<file path="src/rtl/clk_freq_meter.sv">
//==============================================================================
// Module   : clk_freq_meter
// Function : Counts rising edges of an asynchronous test clock over a fixed
//            sys_clk gate window and reports the count and an in-range flag.
// Revision : 1.0 - initial release
//==============================================================================
`default_nettype none

module clk_freq_meter #(
    parameter int unsigned       GATE_CYCLES = 50_000_000,
    parameter int unsigned       CNT_W       = 32,
    parameter logic [CNT_W-1:0]  FREQ_MIN    = '0,
    parameter logic [CNT_W-1:0]  FREQ_MAX    = '1
) (
    input  logic             sys_clk,
    input  logic             sys_rst,
    input  logic             clk_test,
    input  logic             meas_en,
    output logic [CNT_W-1:0] freq_cnt,
    output logic             freq_valid,
    output logic             freq_ok,
    output logic             busy
);

    localparam int unsigned    GW      = (GATE_CYCLES > 2) ? $clog2(GATE_CYCLES) : 1;
    localparam logic [GW-1:0]  LAST    = GW'(GATE_CYCLES - 1);

    typedef enum logic [0:0] {
        IDLE = 1'b0,
        GATE = 1'b1
    } state_t;

    state_t state_q, state_d;

    (* ASYNC_REG = "TRUE", DONT_TOUCH = "TRUE" *) logic s1_q;
    (* ASYNC_REG = "TRUE", DONT_TOUCH = "TRUE" *) logic s2_q;
    logic s3_q;

    logic [GW-1:0]    gate_cnt_q, gate_cnt_d;
    logic [CNT_W-1:0] edge_cnt_q, edge_cnt_d;
    logic [CNT_W-1:0] freq_cnt_q, freq_cnt_d;
    logic             freq_ok_q, freq_ok_d;
    logic             freq_valid_q, freq_valid_d;

    logic             rise;
    logic             last;
    logic [CNT_W:0]   sum;
    logic [CNT_W-1:0] sat;
    logic             in_range;

    // Synchronizer runs in every state so window start never sees a stale edge
    always_ff @(posedge sys_clk) begin
        if (sys_rst) begin
            s1_q <= 1'b0;
            s2_q <= 1'b0;
            s3_q <= 1'b0;
        end else begin
            s1_q <= clk_test;
            s2_q <= s1_q;
            s3_q <= s2_q;
        end
    end

    assign rise = s2_q & ~s3_q;
    assign last = (state_q == GATE) && (gate_cnt_q == LAST);
    assign sum  = {1'b0, edge_cnt_q} + {{CNT_W{1'b0}}, rise};
    assign sat  = sum[CNT_W] ? {CNT_W{1'b1}} : sum[CNT_W-1:0];

    // Compared one bit wider so the default full-range bounds stay well formed
    assign in_range = (({1'b0, sat} + {{CNT_W{1'b0}}, 1'b1}) > {1'b0, FREQ_MIN}) &&
                      ({1'b0, sat} < ({1'b0, FREQ_MAX} + {{CNT_W{1'b0}}, 1'b1}));

    always_ff @(posedge sys_clk) begin
        if (sys_rst) begin
            state_q      <= IDLE;
            gate_cnt_q   <= '0;
            edge_cnt_q   <= '0;
            freq_cnt_q   <= '0;
            freq_ok_q    <= 1'b0;
            freq_valid_q <= 1'b0;
        end else begin
            state_q      <= state_d;
            gate_cnt_q   <= gate_cnt_d;
            edge_cnt_q   <= edge_cnt_d;
            freq_cnt_q   <= freq_cnt_d;
            freq_ok_q    <= freq_ok_d;
            freq_valid_q <= freq_valid_d;
        end
    end

    always_comb begin
        state_d      = state_q;
        gate_cnt_d   = gate_cnt_q;
        edge_cnt_d   = edge_cnt_q;
        freq_cnt_d   = freq_cnt_q;
        freq_ok_d    = freq_ok_q;
        freq_valid_d = 1'b0;
        case (state_q)
            IDLE: begin
                gate_cnt_d = '0;
                edge_cnt_d = '0;
                if (meas_en) begin
                    state_d = GATE;
                end
            end
            GATE: begin
                if (last) begin
                    // The edge seen on the closing cycle belongs to this window
                    freq_cnt_d   = sat;
                    freq_ok_d    = in_range;
                    freq_valid_d = 1'b1;
                    gate_cnt_d   = '0;
                    edge_cnt_d   = '0;
                    state_d      = meas_en ? GATE : IDLE;
                end else if (!meas_en) begin
                    gate_cnt_d = '0;
                    edge_cnt_d = '0;
                    state_d    = IDLE;
                end else begin
                    gate_cnt_d = gate_cnt_q + GW'(1);
                    edge_cnt_d = sat;
                end
            end
            default: begin
                state_d = IDLE;
            end
        endcase
    end

    assign freq_cnt   = freq_cnt_q;
    assign freq_ok    = freq_ok_q;
    assign freq_valid = freq_valid_q;
    assign busy       = (state_q == GATE);

endmodule

`default_nettype wire

</file>
<file path="config.mk">
export PLATFORM = sky130hd
export DESIGN_NAME = clk_freq_meter
export DESIGN_NICKNAME = d
export VERILOG_FILES = /design/src/rtl/clk_freq_meter.sv
export SDC_FILE = /design/constraint.sdc
export NUM_CORES = 1
export LEC_CHECK = 0
export ABC_AREA = 1
export BUFFER_PORTS_ARGS = -buffer_cell sky130_fd_sc_hd__buf_2
export CORE_MARGIN = 4
export CORE_UTILIZATION = 40
export DETAILED_ROUTE_END_ITERATION = 8
export SETUP_SLACK_MARGIN = 0.2
export SLEW_MARGIN = 40
export SYNTH_ARGS = -nofsm -noshare
export SYNTH_HDL_FRONTEND = slang
export SYNTH_SLANG_ARGS = --single-unit
export TNS_END_PERCENT = 5
</file>
<file path="constraint.sdc">
create_clock -name sys_clk -period 1.8 [get_ports sys_clk]
set_clock_uncertainty 0.2 [all_clocks]
set_input_delay 0.09 -clock sys_clk [delete_from_list [all_inputs] [get_ports sys_clk]]
set_output_delay 0.09 -clock sys_clk [all_outputs]
set_load 0.1 [all_outputs]
</file>
==> metrics, run 1 <==
max-cap viol count=0; largest area contributor in the netlist=dfxtp_1; First-pass DRT Iterations=6; area grow syn2layout=25.7%; fillers=1192; Max Fanout on Critical Path=7; clk slew on worst S/H paths=around 0.070 ns; startpoint class of the critical path=flip-flop; Netlist cell types=28; IO Count=39; leakage dissipation=~2.8 nW; Die X=118 um; peak supply drop=851 uV; gr ovfl total=0; FF-to-FF setup slack=-0.27 ns; Yosys top cell area share=0.396; DPL Wire Length=about 9.0 mm; H-Tree Depth=3; kind of critical path=reg -> reg; Worst Tran Pin Value=roughly 0.5 ns; number of global-route vias before repair=roughly 4300; Post-synth EDFFs=0; mapped cell area=4850 um^2; final-report setup violation count=64; port bufs=38; Hold WS=0.203 ns; final max-slew violation count=0; syn avg cell area=6.49 um^2; full die area=14000 um^2; Final nets=between 800 and 900; setup TNS=-13.14 ns; Main synth FF type=dfxtp_1; Routed wire per std cell=12.3 um; post-synth net total=755; mux share of post-synthesis cell area=0; CTS sink count=96; Worst Hold Class=reg -> reg; initial antenna violation count=0; GRT Util Overall=0.179; register area share after synthesis=0.396; row cnt=39; max_slew headroom=0.672; count leader, synth=nand2_1; failing checks=setup timing; top area cells in the synthesized netlist=dfxtp_1 40%, nand2_1 18%, nor2_1 12%, inv_1 8.2%, nand3_1 3.3%; ys async rst share=0; min cycle time layout=2.07 ns; pin count of the biggest net entering global routing=45; compound-gate portion of the synthesized area=0.0382; Via density=4.70; Final Hold Vio Count=0; worst endpoint data arrival time=2.15 ns; adder-cell share of the synthesized area=0.00774; XOR/XNOR Fraction of Synth Area=0.0325; multi-input logic area=2530 um^2; Fmax=0.484 GHz; iteration-0 DRC count of the detailed router=261; DR vias=approximately 4700; final estimated routing congestion in global placement=0.929; total power=0.00427 W; Critical Path RT=1.88 ns; post-synthesis cell count=748; Synth Area in Simple Gates=0.419; Clock Latency Late Sink=0.35 ns; Crit. End Element=flip-flop; die height=between 100 and 150 um; RSZ-0062 raised after global routing=yes; FF+latch area=about 1900 um^2; Clock Root Buffer=clkbuf_16; CTS tree=built; outcome=complete, but fails checks; Ys Warns=0; core area=approximately 12000 um^2; antenna violation net count after detailed routing=0; layout cell share with drive strength beyond 1=0.190; # DRC=0; synth cell count leaders=228 x nand2_1, 154 x nor2_1, 106 x inv_1; largest family of logic cells by synthesized area=simple AND/OR/NAND/NOR gates; Antenna diodes=0; final period utilization=1.15; first-pass GRT wire length=around 20 mm; Initial Utilization=0.416; min setup slack post-route=-0.265 ns; flops & latches, synth=96; final WL=12.2 mm; clock tree buffer depth=2; power per cell area=~700 nW/um^2; total CTS buffers=9
## cell usage in the layout, fill, tap and decap left out, types with 7 or more instances in the layout
master	netlist	final
nor2_2	3	7
a21oi_1	29	28
buf_2	11	38
dfxtp_1	96	95
nand3_2	11	14
inv_1	106	105
nand3b_1	7	7
nor2_1	154	149
and2_1	7	7
nand2_1	228	226
clkbuf_16	0	9
xor2_1	12	12
nand3_1	32	28
buf_4	0	52
## logic make-up after synthesis
logic type	Yosys count
fa+ha+maj	3
xor+xnor	18
compound gates	37
flops	96
simple gates	468
buf+inv	126
## sequential cells by signal, summed over array words and instances (netlist names)
register / flops
busy: 1
edge_cnt_q: 32
freq_cnt: 32
freq_ok: 1
freq_valid: 1
gate_cnt_q: 26
s1_q: 1
s2_q: 1
s3_q: 1
## metrics by stage
stage | setup slack, ns | util | instance area, um^2 | cells
final | -0.265 | 0.523 | 6100 | 994
after global routing | -0.422 | 0.523 | 6100 | 994
after CTS | -0.290 | 0.516 | 6010 | 993
after detailed placement | -0.349 | 0.474 | 5530 | 963
after global placement | -0.309 | 0.474 | 5530 | 963
after floorplan | -0.133 | - | 4870 | 748
## routing by layer
layer	track usage	wire (um)
met3	0.0471	566
met4	0.0447	157
met5	0	0
met1	0.224	5480
met2	0.306	5990
## area by class of cell
| cell class | count | share of cell area |
|---|---|---|
| clock buffers | 12 | 0.0404 |
| clock inverters | 4 | 0.0125 |
| inverters | 108 | 0.0665 |
| multi-input cells | 528 | 0.416 |
| flip-flops and latches | 96 | 0.315 |
| well taps | 143 | 0.0293 |
| repair buffers | 103 | 0.120 |
## where the power goes
| group | switching, W | internal, W | total [W] |
|---|---|---|---|
| Clock | 0.000814 | 0.00126 | 0.00208 |
| Combinational | 0.0000425 | 0.0000211 | 0.0000636 |
| Sequential | 0.00000250 | 0.00213 | 0.00213 |
## timing repair
item	in CTS	in global routing
pin swaps	4	9
resized for setup	10	20
setup endpoints to repair	92	92
cloned	2	0
setup buffers	7	1
hold buffers	5	0
endpoints found under the hold margin	6	0
## worst max-delay path, stage by stage, from the launching register on
cell and delay [ns]:
dfxtp_2 0.32, inv_2 0.04, nor2_2 0.07, ha_2 0.20, ha_4 0.13, nand2_2 0.06
nor2_4 0.15, nand2_4 0.09, nor2_4 0.11, buf_6 0.12, nand3_4 0.09, buf_8 0.19
nand3_4 0.09, nor2_2 0.04, nor2_1 0.09
## worst paths after layout
kind | start | endpoint | depth (start not counted)
min reg2reg | s1_q | s2_q | 2
max | s2_q | freq_cnt[18] | 14
min | s1_q | s2_q | 2
max reg2reg | s2_q | freq_cnt[18] | 14
Note: power is estimated with default switching activity, not from simulation.
==> run 2, diff against run 1 <==
Settings changed: SKIP_CTS_REPAIR_TIMING from default to 1.
==> run 2 against run 1 <==
Compared with the run above:
- the run still ends with setup timing left
- global-route usage decreased by 0.59 points
- non-clock buffer count fell by 5
- design area is 0.45% lower
- clock-buffer cell count unchanged
- core utilization down 0.24 points
- die area stayed put
- cell count down 0.50%
- first-iteration DRC count is 8.8% higher
- critical path depth stayed put
- routed wire length rose by 0.29%
- register-to-register slack got worse by 0.05 ns
- fmax shrank 2.1%
- critical endpoint is now freq_cnt[30]
- largest power group unchanged
- highest routed layer unchanged
==> metrics, run 2 (synthesis gave the netlist of run 1 again) <==
GRT Util Overall=0.173 (-0.00585); row cnt=39 (unchanged); final-report setup violation count=64 (unchanged); final estimated routing congestion in global placement=0.929 (unchanged); outcome=complete, but fails checks; Fmax=0.474 GHz (-2.1%); hold path depth=5 (+3); Via density=4.67 (-0.57%); final WL=12.2 mm (+0.29%); first-pass GRT wire length=19.8 mm (-3.0%); Max stage delay on crit path=0.32 ns (about the same); worst endpoint data arrival time=2.19 ns (+0.04 ns); Critical Path RT=1.88 ns (about the same); hold endpoint=freq_cnt[2]; Initial Utilization=0.416 (unchanged); CP cell instances=inv_2, nor2_2, ha_2, ha_4, nand2_2, nor2_4, nand2_4, nor2_4, buf_12, nand3_4, clkbuf_16, nand3_2, nor2_1, nor2_1; Antenna diodes=0 (unchanged); failing checks=setup timing; # DRC=0 (unchanged); IO Count=39 (unchanged); Max Fanout on Critical Path=8 (+1); leakage dissipation=2.83 nW (-0.25%); Final nets=848 (-0.59%); H-Tree Depth=3 (unchanged); Hold Startpoint=sys_rst; peak supply drop=856 uV (+0.59%); max-cap viol count=0 (unchanged); clock tree buffer depth=2 (unchanged); DR vias=4621 (-1.1%); Util after Layout=0.521 (-0.00236); final max-slew violation count=0 (unchanged); antenna violation net count after detailed routing=0 (unchanged); number of global-route vias before repair=4198 (-2.6%); Final Hold Vio Count=0 (unchanged); worst reg2reg path depth=14 (unchanged); initial antenna violation count=0 (unchanged); Die X=118 um (unchanged); Worst Hold Class=in -> reg; Clock Root Buffer=clkbuf_16; gr ovfl total=0 (unchanged); iteration-0 DRC count of the detailed router=284 (+8.8%); full die area=14000 um^2 (unchanged); max_slew headroom=0.672 (about the same); pre-CTS WS=-0.349 ns (unchanged); RR Endpoint=freq_cnt[30]; port bufs=38 (unchanged); min setup slack post-route=-0.310 ns (-0.0450 ns); min cycle time layout=2.11 ns (+0.0450 ns); pin count of the biggest net entering global routing=45 (unchanged); DPL Wire Length=8.98 mm (unchanged); RSZ-0062 raised after global routing=yes; power per cell area=703 nW/um^2 (+0.41%); kind of critical path=reg -> reg; Routed wire per std cell=12.4 um (+0.79%); area grow syn2layout=25.1%; die height=118 um (unchanged); total CTS buffers=9 (unchanged); commonest cells after routing, fill and taps aside=226 x nand2_1, 148 x nor2_1, 105 x inv_1; CP max stage cell=dfxtp_2; core area=11700 um^2 (unchanged); FF-to-FF setup slack=-0.31 ns (-0.05 ns); Clock Latency Late Sink=0.35 ns (about the same); final period utilization=1.17 (+0.0250); CTS tree=built; most common cell after layout, fill and taps aside=nand2_1; layout cell share with drive strength beyond 1=0.188 (-0.00242); Crit. End Element=flip-flop; Worst Tran Pin Value=0.495 ns (-0.00000274 ns); startpoint class of the critical path=flip-flop; CTS sink count=96 (unchanged); First-pass DRT Iterations=6 (unchanged); RR Startpoint=s2_q; clk slew on worst S/H paths=0.07 ns (about the same)
==> run 2: cell count changes in the layout (fill, tap and decap cells not counted), moves of 2 or more <==
cell / previous run / this run
buf_6: 6 / 2
buf_12: 1 / 3
dlygate4sd3_1: 5 / 3
nor2_2: 7 / 9
==> run 2: how the worst max path moves through the flow <==
stage,startpoint,endpoint,slack (ns),cells past startpoint
2_1_floorplan,s2_q,freq_cnt[23],-0.13,13
5_1_grt,s2_q,freq_cnt[8],-0.42,14
3_3_place_gp,s2_q,freq_cnt[13],-0.31,12
3_5_place_dp,s2_q,edge_cnt_q[4],-0.35,11
4_1_cts,s2_q,edge_cnt_q[4],-0.36,11
6_report,s2_q,freq_cnt[30],-0.31,14
==> run 2: power breakdown <==
part / switching (W) / total [W] / internal, W
logic: 0.0000418 / 0.0000601 / 0.0000184
clock network: 0.000816 / 0.00208 / 0.00126
registers: 0.00000247 / 0.00213 / 0.00213
total: 0.000860 / 0.00427 / 0.00341
==> run 2: cell type report <==
type	count	area, um^2
inverters	108	405
multi-input cells	528	2530
well taps	143	179
repair buffers	98	711
fillers	1191	5590
flip-flops and latches	96	1920
clock inverters	4	76.3
clock buffers	12	246
==> run 2: critical path, delay by kind of cell (launching register included) <==
family / cells / cell delay (ns)
buf+inv: 3 / 0.39
flops: 1 / 0.32
simple gates: 9 / 0.80
fa+ha+maj: 2 / 0.33
==> run 2: metrics by stage <==
stage               setup TNS (ns)  power (W)  instance area [um^2]  hold slack, ns  instances
detailed placement          -18.39    0.00223                  5530           0.105        963
CTS                         -19.56    0.00432                  5850          -0.268        979
finish                      -15.50    0.00427                  6070          0.0666        989
global route                -24.24    0.00443                  6070          0.0996        989
floorplan                    -6.01    0.00221                  4870         -0.0409        748
global placement            -15.32    0.00223                  5530          0.0961        963
==> run 2: layer usage <==
metal	up-vias	wire length, um	track usage
met5	-	0	0
met4	0	145	0.0425
met3	13	471	0.0471
met2	62	6000	0.296
met1	2096	5610	0.217
li1	2450	-	-
==> run 3, diff against run 2 <==
Settings changed: CORE_MARGIN 4 to default.
==> run 3 against run 2 <==
Compared with the run above:
- flip-flop and latch count unchanged
- global-route usage increased by 3.4 points
- routed wire length increased by 2.8%
- critical path depth unchanged
- design area increased by 3.1%
- critical endpoint unchanged
- worst setup slack got worse by 0.070 ns
- clock power decreased by 7%
- core utilization increased by 1.9 points
- non-clock buffer count increased by 28
- sequential power about the same
- the run ends with DRC, setup timing left
- highest routed layer unchanged
- total power decreased by 3.3%
==> metrics, run 3 (synthesis gave the netlist of run 1 again) <==
port bufs=38 (unchanged); Worst Tran Pin Value=0.507 ns (+0.0119 ns); Via density=4.71 (+0.73%); fillers=1150 (-3.4%); Worst Hold Class=in -> reg; number of global-route vias before repair=4398 (+4.8%); initial antenna violation count=0 (unchanged); FF-to-FF setup slack=-0.38 ns (-0.07 ns); Clock Latency Late Sink=0.36 ns (about the same); FF+latch area=1920 um^2 (unchanged); IO Count=39 (unchanged); CTS sink count=96 (unchanged); Antenna diodes=0 (unchanged); hold endpoint=freq_cnt[13]; full die area=12600 um^2 (-9.9%); antenna violation net count after detailed routing=0 (unchanged); layout cell share with drive strength beyond 1=0.215 (+0.0274); Final Hold Vio Count=0 (unchanged); hold path depth=5 (unchanged); GRT Util Overall=0.207 (+0.0337); core area=11600 um^2 (-0.42%); most common cell after layout, fill and taps aside=nand2_1; iteration-0 DRC count of the detailed router=234 (-18%); row cnt=39 (unchanged); worst endpoint data arrival time=2.27 ns (+0.08 ns); total CTS buffers=9 (unchanged); Die X=112 um (-5.1%); kind of critical path=reg -> reg; final WL=12.6 mm (+2.8%); Final nets=875 (+3.2%); multi-input logic area=2530 um^2 (+0.20%); startpoint class of the critical path=flip-flop; Max Fanout on Critical Path=5 (-3); clock tree buffer depth=2 (unchanged); placed insts=993 (+3.1%); Non-Filler Instances=1016 (+2.7%); Hold Startpoint=sys_rst; DPL Wire Length=9.26 mm (+3.1%); peak supply drop=808 uV (-5.6%); RR Startpoint=s2_q; outcome=complete, but fails checks; RR Endpoint=freq_cnt[30]; total power=0.00413 W (-3.3%); commonest cells after routing, fill and taps aside=225 x nand2_1, 150 x nor2_1, 105 x inv_1; final max-slew violation count=0 (unchanged); area grow syn2layout=29.1%; pre-CTS WS=-0.351 ns (-0.00265 ns); min cycle time layout=2.18 ns (+0.0696 ns); DR vias=4782 (+3.5%); Crit. End Element=flip-flop; # DRC=1 (+1); final estimated routing congestion in global placement=0.919 (-1.1%); gr ovfl total=0 (unchanged); power per cell area=659 nW/um^2 (-6.3%); max-cap viol count=0 (unchanged); Critical Path RT=1.89 ns (about the same); First-pass DRT Iterations=9 (+3); die height=112 um (-5.1%); Fmax=0.459 GHz (-3.2%); RSZ-0062 raised after global routing=yes; leakage dissipation=2.99 nW (+5.5%); H-Tree Depth=3 (unchanged); pin count of the biggest net entering global routing=35 (-22%); failing checks=DRC, setup timing; first-pass GRT wire length=20.6 mm (+3.8%); Worst Setup SP=s2_q; Initial Utilization=0.418 (+0.00175); clk slew on worst S/H paths=0.08 ns (about the same); worst reg2reg path depth=14 (unchanged); Routed wire per std cell=12.4 um (about the same); max_slew headroom=0.664 (-0.00785); min setup slack post-route=-0.380 ns (-0.0696 ns); Clock Root Buffer=clkbuf_16; final-report setup violation count=64 (unchanged); final period utilization=1.21 (+0.0387); CTS tree=built
==> run 3: final cells by class <==
class | instances | share of cell area
inverter | 108 | 0.0647
clock inverter | 7 | 0.0110
multi-input combinational | 527 | 0.405
tap | 143 | 0.0286
clock buffer | 9 | 0.0360
timing repair buffer | 126 | 0.148
sequential | 96 | 0.307
==> run 3: critical path, cell delays in order, from the launching register on <==
cell and delay [ns]:
dfxtp_2 0.33, inv_2 0.03, nor2_2 0.09, ha_2 0.21
ha_4 0.15, nand2_4 0.05, nor2_4 0.16, nand2_4 0.09
nor2_4 0.14, buf_6 0.13, nand3_4 0.12, clkbuf_16 0.21
nand3_2 0.08, nor2_1 0.05, nor2_1 0.08
==> run 3: worst max-delay path by stage <==
stage,cells past startpoint,end
CTS,11,edge_cnt_q[12]
detailed placement,11,edge_cnt_q[12]
global placement,11,edge_cnt_q[12]
global route,14,freq_cnt[30]
floorplan,13,freq_cnt[23]
finish,14,freq_cnt[30]
==> run 3: layer usage <==
metal  vias up  part of all wire  global-route usage
met3        14             0.044              0.0529
met1      2165              0.47               0.261
met4         0             0.014              0.0640
met2       100              0.48               0.347
met5         -                 0                   0
li1       2503                 -                   -
==> run 3: per-stage QoR <==
step | setup TNS (ns) | util | cell area [um^2] | hold slack (ns)
after global routing | -29.72 | 0.539 | 6260 | 0.0735
after floorplan | -6.01 | - | 4870 | -0.0409
after detailed placement | -16.59 | 0.497 | 5770 | 0.0999
after CTS | -18.42 | 0.522 | 6060 | -0.290
after global placement | -13.62 | 0.497 | 5770 | 0.0965
final | -19.22 | 0.539 | 6260 | 0.0468
==> run 3: power by group <==
part	switching [W]	internal [W]	leakage, nW	total, W
registers	0.00000298	0.00213	0.774	0.00213
logic	0.0000420	0.0000185	2.07	0.0000605
clock network	0.000951	0.000985	0.147	0.00194
total	0.000996	0.00313	2.99	0.00413
